===== src/rtl/usb_mode_reset_ctrl.sv =====
// usb_mode_reset_ctrl
//   USB core reset sequencer. A change of usb_working_mode, or a sw_reset_req
//   pulse, starts a sequence: usb_reset_n is held low for RST_CYCLES cycles,
//   then a SETTLE_CYCLES window passes before reset_done pulses. A new trigger
//   at any point restarts the sequence and relatches the mode.
//
//   Ports:
//     clk, rst_n        clock, asynchronous active-low reset
//     usb_working_mode  requested mode (synchronous to clk)
//     sw_reset_req      single-cycle request for a reset in the current mode
//     usb_reset_n       registered active-low reset to the USB core
//     mode_latched      mode for the core/endpoint mux, updated only on trigger
//     reset_busy        high from trigger until completion
//     reset_done        single-cycle completion pulse
//     reset_count       (USB_RESET_STATS_EN only) saturating trigger count
//
//   Build option: define USB_RESET_STATS_EN to add reset_count.
//
//   state  | meaning
//   IDLE   | no sequence running, core out of reset
//   ASSERT | usb_reset_n held low, counting RST_CYCLES
//   SETTLE | core released, counting SETTLE_CYCLES before reset_done
module usb_mode_reset_ctrl #(
  parameter int MODE_W        = 2,
  parameter int RST_CYCLES    = 64,
  parameter int SETTLE_CYCLES = 16
) (
  input  logic              clk,
  input  logic              rst_n,
  input  logic [MODE_W-1:0] usb_working_mode,
  input  logic              sw_reset_req,
  output logic              usb_reset_n,
  output logic [MODE_W-1:0] mode_latched,
  output logic              reset_busy,
  output logic              reset_done
`ifdef USB_RESET_STATS_EN
  ,
  output logic [7:0]        reset_count
`endif
);

  localparam int CNT_MAX = (RST_CYCLES > SETTLE_CYCLES) ? RST_CYCLES : SETTLE_CYCLES;
  localparam int CNT_W   = $clog2(CNT_MAX + 1);
  localparam logic [CNT_W-1:0] RST_LAST    = CNT_W'(RST_CYCLES - 1);
  // SETTLE is never entered when SETTLE_CYCLES is 0, so its value is irrelevant then.
  localparam logic [CNT_W-1:0] SETTLE_LAST =
    (SETTLE_CYCLES > 0) ? CNT_W'(SETTLE_CYCLES - 1) : '0;

  typedef enum logic [1:0] {IDLE, ASSERT, SETTLE} state_t;

  state_t            state_q, state_nxt;
  logic [CNT_W-1:0]  cnt_q, cnt_nxt;
  logic [MODE_W-1:0] mode_d;
  logic [MODE_W-1:0] mode_latched_nxt;
  logic              usb_reset_n_nxt;
  logic              reset_busy_nxt;
  logic              reset_done_nxt;
  logic              trigger;

  assign trigger = (usb_working_mode != mode_d) || sw_reset_req;

  // State and registered outputs
  always_ff @(posedge clk or negedge rst_n) begin
    if (!rst_n) begin
      state_q      <= IDLE;
      cnt_q        <= '0;
      mode_d       <= '0;
      mode_latched <= '0;
      usb_reset_n  <= 1'b1;
      reset_busy   <= 1'b0;
      reset_done   <= 1'b0;
    end else begin
      state_q      <= state_nxt;
      cnt_q        <= cnt_nxt;
      mode_d       <= usb_working_mode;
      mode_latched <= mode_latched_nxt;
      usb_reset_n  <= usb_reset_n_nxt;
      reset_busy   <= reset_busy_nxt;
      reset_done   <= reset_done_nxt;
    end
  end

  // Next state; a trigger always wins, including on a completion edge.
  always_comb begin
    state_nxt = state_q;
    if (trigger) begin
      state_nxt = ASSERT;
    end else begin
      case (state_q)
        ASSERT: begin
          if (cnt_q == RST_LAST) begin
            if (SETTLE_CYCLES == 0) state_nxt = IDLE;
            else                    state_nxt = SETTLE;
          end
        end
        SETTLE: begin
          if (cnt_q == SETTLE_LAST) state_nxt = IDLE;
        end
        default: state_nxt = state_q;
      endcase
    end
  end

  // Next values of the registered outputs and counter
  always_comb begin
    cnt_nxt          = '0;
    usb_reset_n_nxt  = 1'b1;
    reset_busy_nxt   = 1'b0;
    reset_done_nxt   = 1'b0;
    mode_latched_nxt = mode_latched;
    if (trigger) begin
      usb_reset_n_nxt  = 1'b0;
      reset_busy_nxt   = 1'b1;
      mode_latched_nxt = usb_working_mode;
    end else begin
      case (state_q)
        ASSERT: begin
          if (cnt_q == RST_LAST) begin
            // With no settle window, completion coincides with the release edge.
            if (SETTLE_CYCLES == 0) reset_done_nxt = 1'b1;
            else                    reset_busy_nxt = 1'b1;
          end else begin
            usb_reset_n_nxt = 1'b0;
            reset_busy_nxt  = 1'b1;
            cnt_nxt         = cnt_q + 1'b1;
          end
        end
        SETTLE: begin
          if (cnt_q == SETTLE_LAST) begin
            reset_done_nxt = 1'b1;
          end else begin
            reset_busy_nxt = 1'b1;
            cnt_nxt        = cnt_q + 1'b1;
          end
        end
        default: ;
      endcase
    end
  end

`ifdef USB_RESET_STATS_EN
  always_ff @(posedge clk or negedge rst_n) begin
    if (!rst_n)                           reset_count <= 8'd0;
    else if (trigger && reset_count != 8'hFF) reset_count <= reset_count + 8'd1;
  end
`endif

endmodule


===== config.mk =====
export PLATFORM = sky130hd
export DESIGN_NAME = usb_mode_reset_ctrl
export DESIGN_NICKNAME = d
export VERILOG_FILES = /design/src/rtl/usb_mode_reset_ctrl.sv
export SDC_FILE = /design/constraint.sdc
export NUM_CORES = 1
export LEC_CHECK = 0
export ABC_AREA = 1
export BUFFER_PORTS_ARGS = -buffer_cell sky130_fd_sc_hd__buf_2
export CAP_MARGIN = 20
export CELL_PAD_IN_SITES_DETAIL_PLACEMENT = 0
export CELL_PAD_IN_SITES_GLOBAL_PLACEMENT = 1
export CORE_MARGIN = 2
export CORE_UTILIZATION = 36
export DETAILED_ROUTE_END_ITERATION = 8
export GPL_ROUTABILITY_DRIVEN = 0
export PLACE_DENSITY_LB_ADDON = 0.1
export RECOVER_POWER = 25
export SYNTH_ARGS = -nofsm -noshare
export SYNTH_HDL_FRONTEND = slang
export SYNTH_SLANG_ARGS = --single-unit
export TNS_END_PERCENT = 5

===== constraint.sdc =====
create_clock -name clk -period 1.2 [get_ports clk]
set_input_delay 0.12 -clock clk [delete_from_list [all_inputs] [get_ports clk]]
set_output_delay 0.12 -clock clk [all_outputs]
set_load 0.05 [all_outputs]

* Word level (Yosys, flattened, before mapping)
Index checks and enable logic that the tools add are counted.
Word-level totals: register bits after elaboration 16, input bits 5
Operators by class: $add $sub $neg 1, eq/ne operators 7, multiplexer cells 17, reduce and logical (&&, ||, !) cells 3
Operators by type and width (number):
- $mux 7 | 3
- $pmux 7 s2 | 1
- $mux 1 | 8
- $add 7x1->7 const B | 1
- $eq 7x4->1 const B | 1
- $eq 7x6->1 const B | 1
- $mux 2 | 3
- $ne 3x3->1 const B | 2
- $pmux 2 s2 | 1
- $reduce_and 3->1 | 1
- $reduce_bool 3->1 | 1
- $eq 2x1->1 const B | 1
- $eq 2x2->1 const B | 1
- $ne 2x2->1 | 1
- $pmux 1 s2 | 1
- $logic_or 1x1->1 | 1

* Depth between registers and ports, before layout
depth after elaboration 4, depth in mapped cells 8, depth with buffers taken out 8

* Worst setup path after synthesis
Ideal clock, no wire load.
path type register -> register, from register cnt_q[0], to register state_q[1], library setup time 77 ps, arrival time 1170 ps, setup slack -47 ps, stages on the path, launching flop included 9, buffers on the path 0, cells stage by stage dfrtp_1 ha_1 nand3_1 inv_1 nand2_1 nand2_1 nand3_1 nand2_1 a21oi_1
Between the ends: longest elaborated chain between the ends 3, elaborated cells between the ends (all ways) 5
RTL lines:
- from (decl) | RTL line 52 | logic [CNT_W-1:0] cnt_q, cnt_nxt;
- from (signal assigned) | RTL line 74 | cnt_q <= cnt_nxt;
- $eq 7x4->1 or $eq 7x6->1 (tied branches) | RTL line 97, 91
- $ne 3x3->1 (no source line)
- $reduce_and 3->1 (no source line) *
- to (signal assigned) | RTL line 73 | state_q <= state_nxt;
- to (decl) | RTL line 51 | state_t state_q, state_nxt;
Every way passes the cells marked *; elsewhere a longest branch is shown, timed or not. A chain may end at the register's enable or synchronous reset.

* Worst setup path after layout
from register state_q[1], to register cnt_q[5]
Between the ends: longest elaborated chain between the ends 3, elaborated cells between the ends (all ways) 4
RTL lines:
- $eq 2x2->1 or $eq 2x1->1 (tied branches) | RTL line 116 | case (state_q)
- $pmux 7 s2 * | RTL line 116
- $mux 7 * | RTL line 111 | if (trigger) begin
- via cnt_nxt[5] | RTL line 52
The timed path passes the listed nets; every way through them passes the cells marked *.

==> results.yml <==
sta:
  worst_pin_slew_ns: 0.402
  tns_ns: -0.185
  rsz0062_at_grt: "yes"
  final-setup-viol-count: 8
  maxSlewHeadroom: 0.732
  maxSlewViolCount: 0
  finalCritPeriodShare: 1.02
  fin_ws_ns: -0.0288
  finalCriticalPeriod_ns: 1.23
  hold_viol: 0
  fmax_ghz: 0.814
  finClkSkew_ns: 0.00331
  hold-worst-slack_ns: 0.116
global_route:
  grt_pass1_wl_um: 2660
  antenna_found_initial: 0
  grt_overflow: 0
  grt_max_degree: 17
  grtUsageTotal: 0.147
  grt_pass1_vias: 643
setup_path:
  cp.required_ns: 1.38
  crit_type: "register to register"
  cpMostUsedCell: "nand2_4"
  path_buf_inv: 2
  crit_path_end_kind: "register"
  crit_family: "flip-flops"
  crit_path_max_fanout: 6
  rr_startpoint: "state_q[1]"
  reg2reg_depth: 7
  crit_arrival_ns: 1.41
  r2r_end: "cnt_q[5]"
  startpoint_type: "register"
  cpMaxStageDelayCell: "dfrtp_1"
  rrSetupSlack_ns: -0.03
  crit_chain: "inv_1, ha_2, buf_4, nand2_4, nand2_2, nand2_4, nor2_1"
  critPathMaxStageDelay_ns: 0.43
finish:
  nNetsFinal: 120
  area_delta_synth_final_pct: 46.1
  fill_cells: 197
  fin_util: 0.554
  n_antenna_cell: 0
  final_layout_size_suffix_gt1_frac: 0.450
clocking:
  insertion_delay_ns: 0.28
  htree_levels: 1
  cts_root_buf: "clkbuf_4"
  path_clk_slew_ns: 0.09
  cts_buffers: 3
  clockBufferDepth: 2
  cts.sinks: 16
  cts_tree: "done"
drt:
  vias: 612
  routed_wl_um: 1520
  drc: 0
  first_iter_violations: 5
  vias_per_cell: 4.43
  wire_per_inst_um: 11.0
  ant_nets: 0
  dr.pass1.iters: 4
synthesis:
  async_reset_ff_frac: 1.00
  yosysWarnings: 0
  syn_area_sq_um: 743
  synth_top_cell_by_area: "dfrtp_1"
  synth.top_cells.by_count: "15 x dfrtp_1, 14 x inv_1, 14 x nand2_1"
  synth.distinct_cells: 17
  yosysSeqAreaShare: 0.540
  synthTopCellsByArea: "dfrtp_1 51%, inv_1 7.1%, nand2_1 7.1%"
  syn-num-nets: 92
  netlist.area_leader.share: 0.505
  synth.most_common_cell: "dfrtp_1"
  avgSynthCellArea_sq_um: 8.85
  synthCells: 84
  ys.flop_type: "dfrtp_1"
  synth_edf_count: 0
  synth_seq_cells: 16
die:
  core_area_sq_um: 1960
  die_height_um: 49.4
  io_pins: 10
  die_area_sq_um: 2440
  start_util: 0.379
  dieWidth_um: 49.4
  num_rows: 16
outcome:
  violations: "negative setup slack"
  outcome: "finished with violations"
min_path:
  worstHoldPathCells: 3
  hold_end: "mode_latched[1]"
  min_path_type: "input pin to register"
  worstHoldStart: "usb_working_mode[1]"
power_and_ir_drop:
  p_leak_nw: 0.521
  power.density_nw_per_um2: 931
  vdd_ir_drop_max_uv: 593
  fin_total_pwr_mw: 1.01
place:
  port_buffers: 9
  hpwl_um: 1030
run:
  cap_viol_max_count: 0
==> area by class of cell <==
class / count / area, sq um / share of cell area
Tap cell: 27 / 33.8 / 0.0311
Timing Repair Buffer: 23 / 158 / 0.145
Sequential cell: 16 / 402 / 0.370
Multi-Input combinational cell: 54 / 402 / 0.370
Inverter: 14 / 55.1 / 0.0507
Clock buffer: 4 / 36.3 / 0.0334
==> how the worst max path moves through the flow <==
stage,depth (start not counted),startpoint,end
finish,7,state_q[1],cnt_q[5]
global route,8,cnt_q[0],cnt_q[3]
CTS,6,state_q[1],state_q[1]
detailed placement,8,cnt_q[1],cnt_q[1]
global placement,6,state_q[0],state_q[1]
floorplan,8,cnt_q[0],cnt_q[4]
==> sequential cells by signal, summed over array words and instances (netlist names) <==
| register | count |
|---|---|
| reset_done | 1 |
| mode_latched | 2 |
| mode_d | 2 |
| state_q | 2 |
| usb_reset_n | 1 |
| reset_busy | 1 |
| cnt_q | 7 |
==> power by group <==
part | switching (mW) | total, mW | internal (mW)
combinational | 0.0670 | 0.0999 | 0.0329
sequential | 0.00737 | 0.559 | 0.551
clock | 0.168 | 0.352 | 0.185
total | 0.242 | 1.01 | 0.769
==> cell families (layout without fill, tap and decap cells) <==
family	Yosys count	after routing	synth area share
AOI/OAI and AO/OA	9	9	0.0657
xor gates and xnor gates	4	4	0.0471
adders and majority gates	3	3	0.0505
buffers and inverters	14	41	0.0707
DFF	16	16	0.540
and+or+nand+nor	38	38	0.226
==> per-layer routing <==
| metal | wire [um] | track usage | share of wire |
|---|---|---|---|
| met3 | 45 | 0.0368 | 0.030 |
| met5 | 0 | 0 | 0 |
| met2 | 811 | 0.255 | 0.53 |
| met4 | 14 | 0.0694 | 0.0092 |
| met1 | 646 | 0.168 | 0.43 |
==> worst min-delay path: stages <==
cell,delay [ns]
clkbuf_1,0.09
inv_1,0.07
o21ai_0,0.08
==> timing repair <==
| action | in CTS | in global routing |
|---|---|---|
| hold buffers | 3 | 0 |
| pin swaps | 6 | 5 |
| gates resized for setup | 9 | 21 |
| endpoints found under the hold margin | 17 | 0 |
| buffers inserted | 1 | 1 |
| setup endpoints to repair | 10 | 15 |
==> per-stage QoR <==
step                instance area (sq um)  cells  setup slack [ns]
floorplan                             753     84            0.0117
global placement                      900    129           -0.0593
detailed placement                    900    129           -0.0728
CTS                                  1000    137           -0.0680
global route                         1090    138            -0.109
finish                               1090    138           -0.0288
==> layout by cell type (no fill, tap or decap) <==
master         synthesis  final
a31oi_1                1      1
inv_4                  0      1
dfstp_2                1      1
xor2_1                 4      4
nor3_1                 2      1
a21oi_2                0      3
nand2_2                2      3
o21ai_0                4      3
nand3_2                0      2
inv_1                 14     10
nand3_4                0      1
inv_2                  0      3
dlygate4sd3_1          0      3
clkbuf_1               0      2
nand2_4                0      3
clkbuf_8               0      1
clkbuf_4               0      4
clkbuf_2               0      1
nor2_1                12      9
dfrtp_1               15     15
nor2_2                 1      4
o21bai_4               0      1
buf_4                  0     11
o21ai_1                0      1
buf_2                  0      5
nand3_1                5      2
ha_2                   0      1
ha_4                   0      2
nor3_2                 1      2
or2_4                  0      1
nand2_1               14     10
Note: power is estimated with default switching activity, not from simulation.
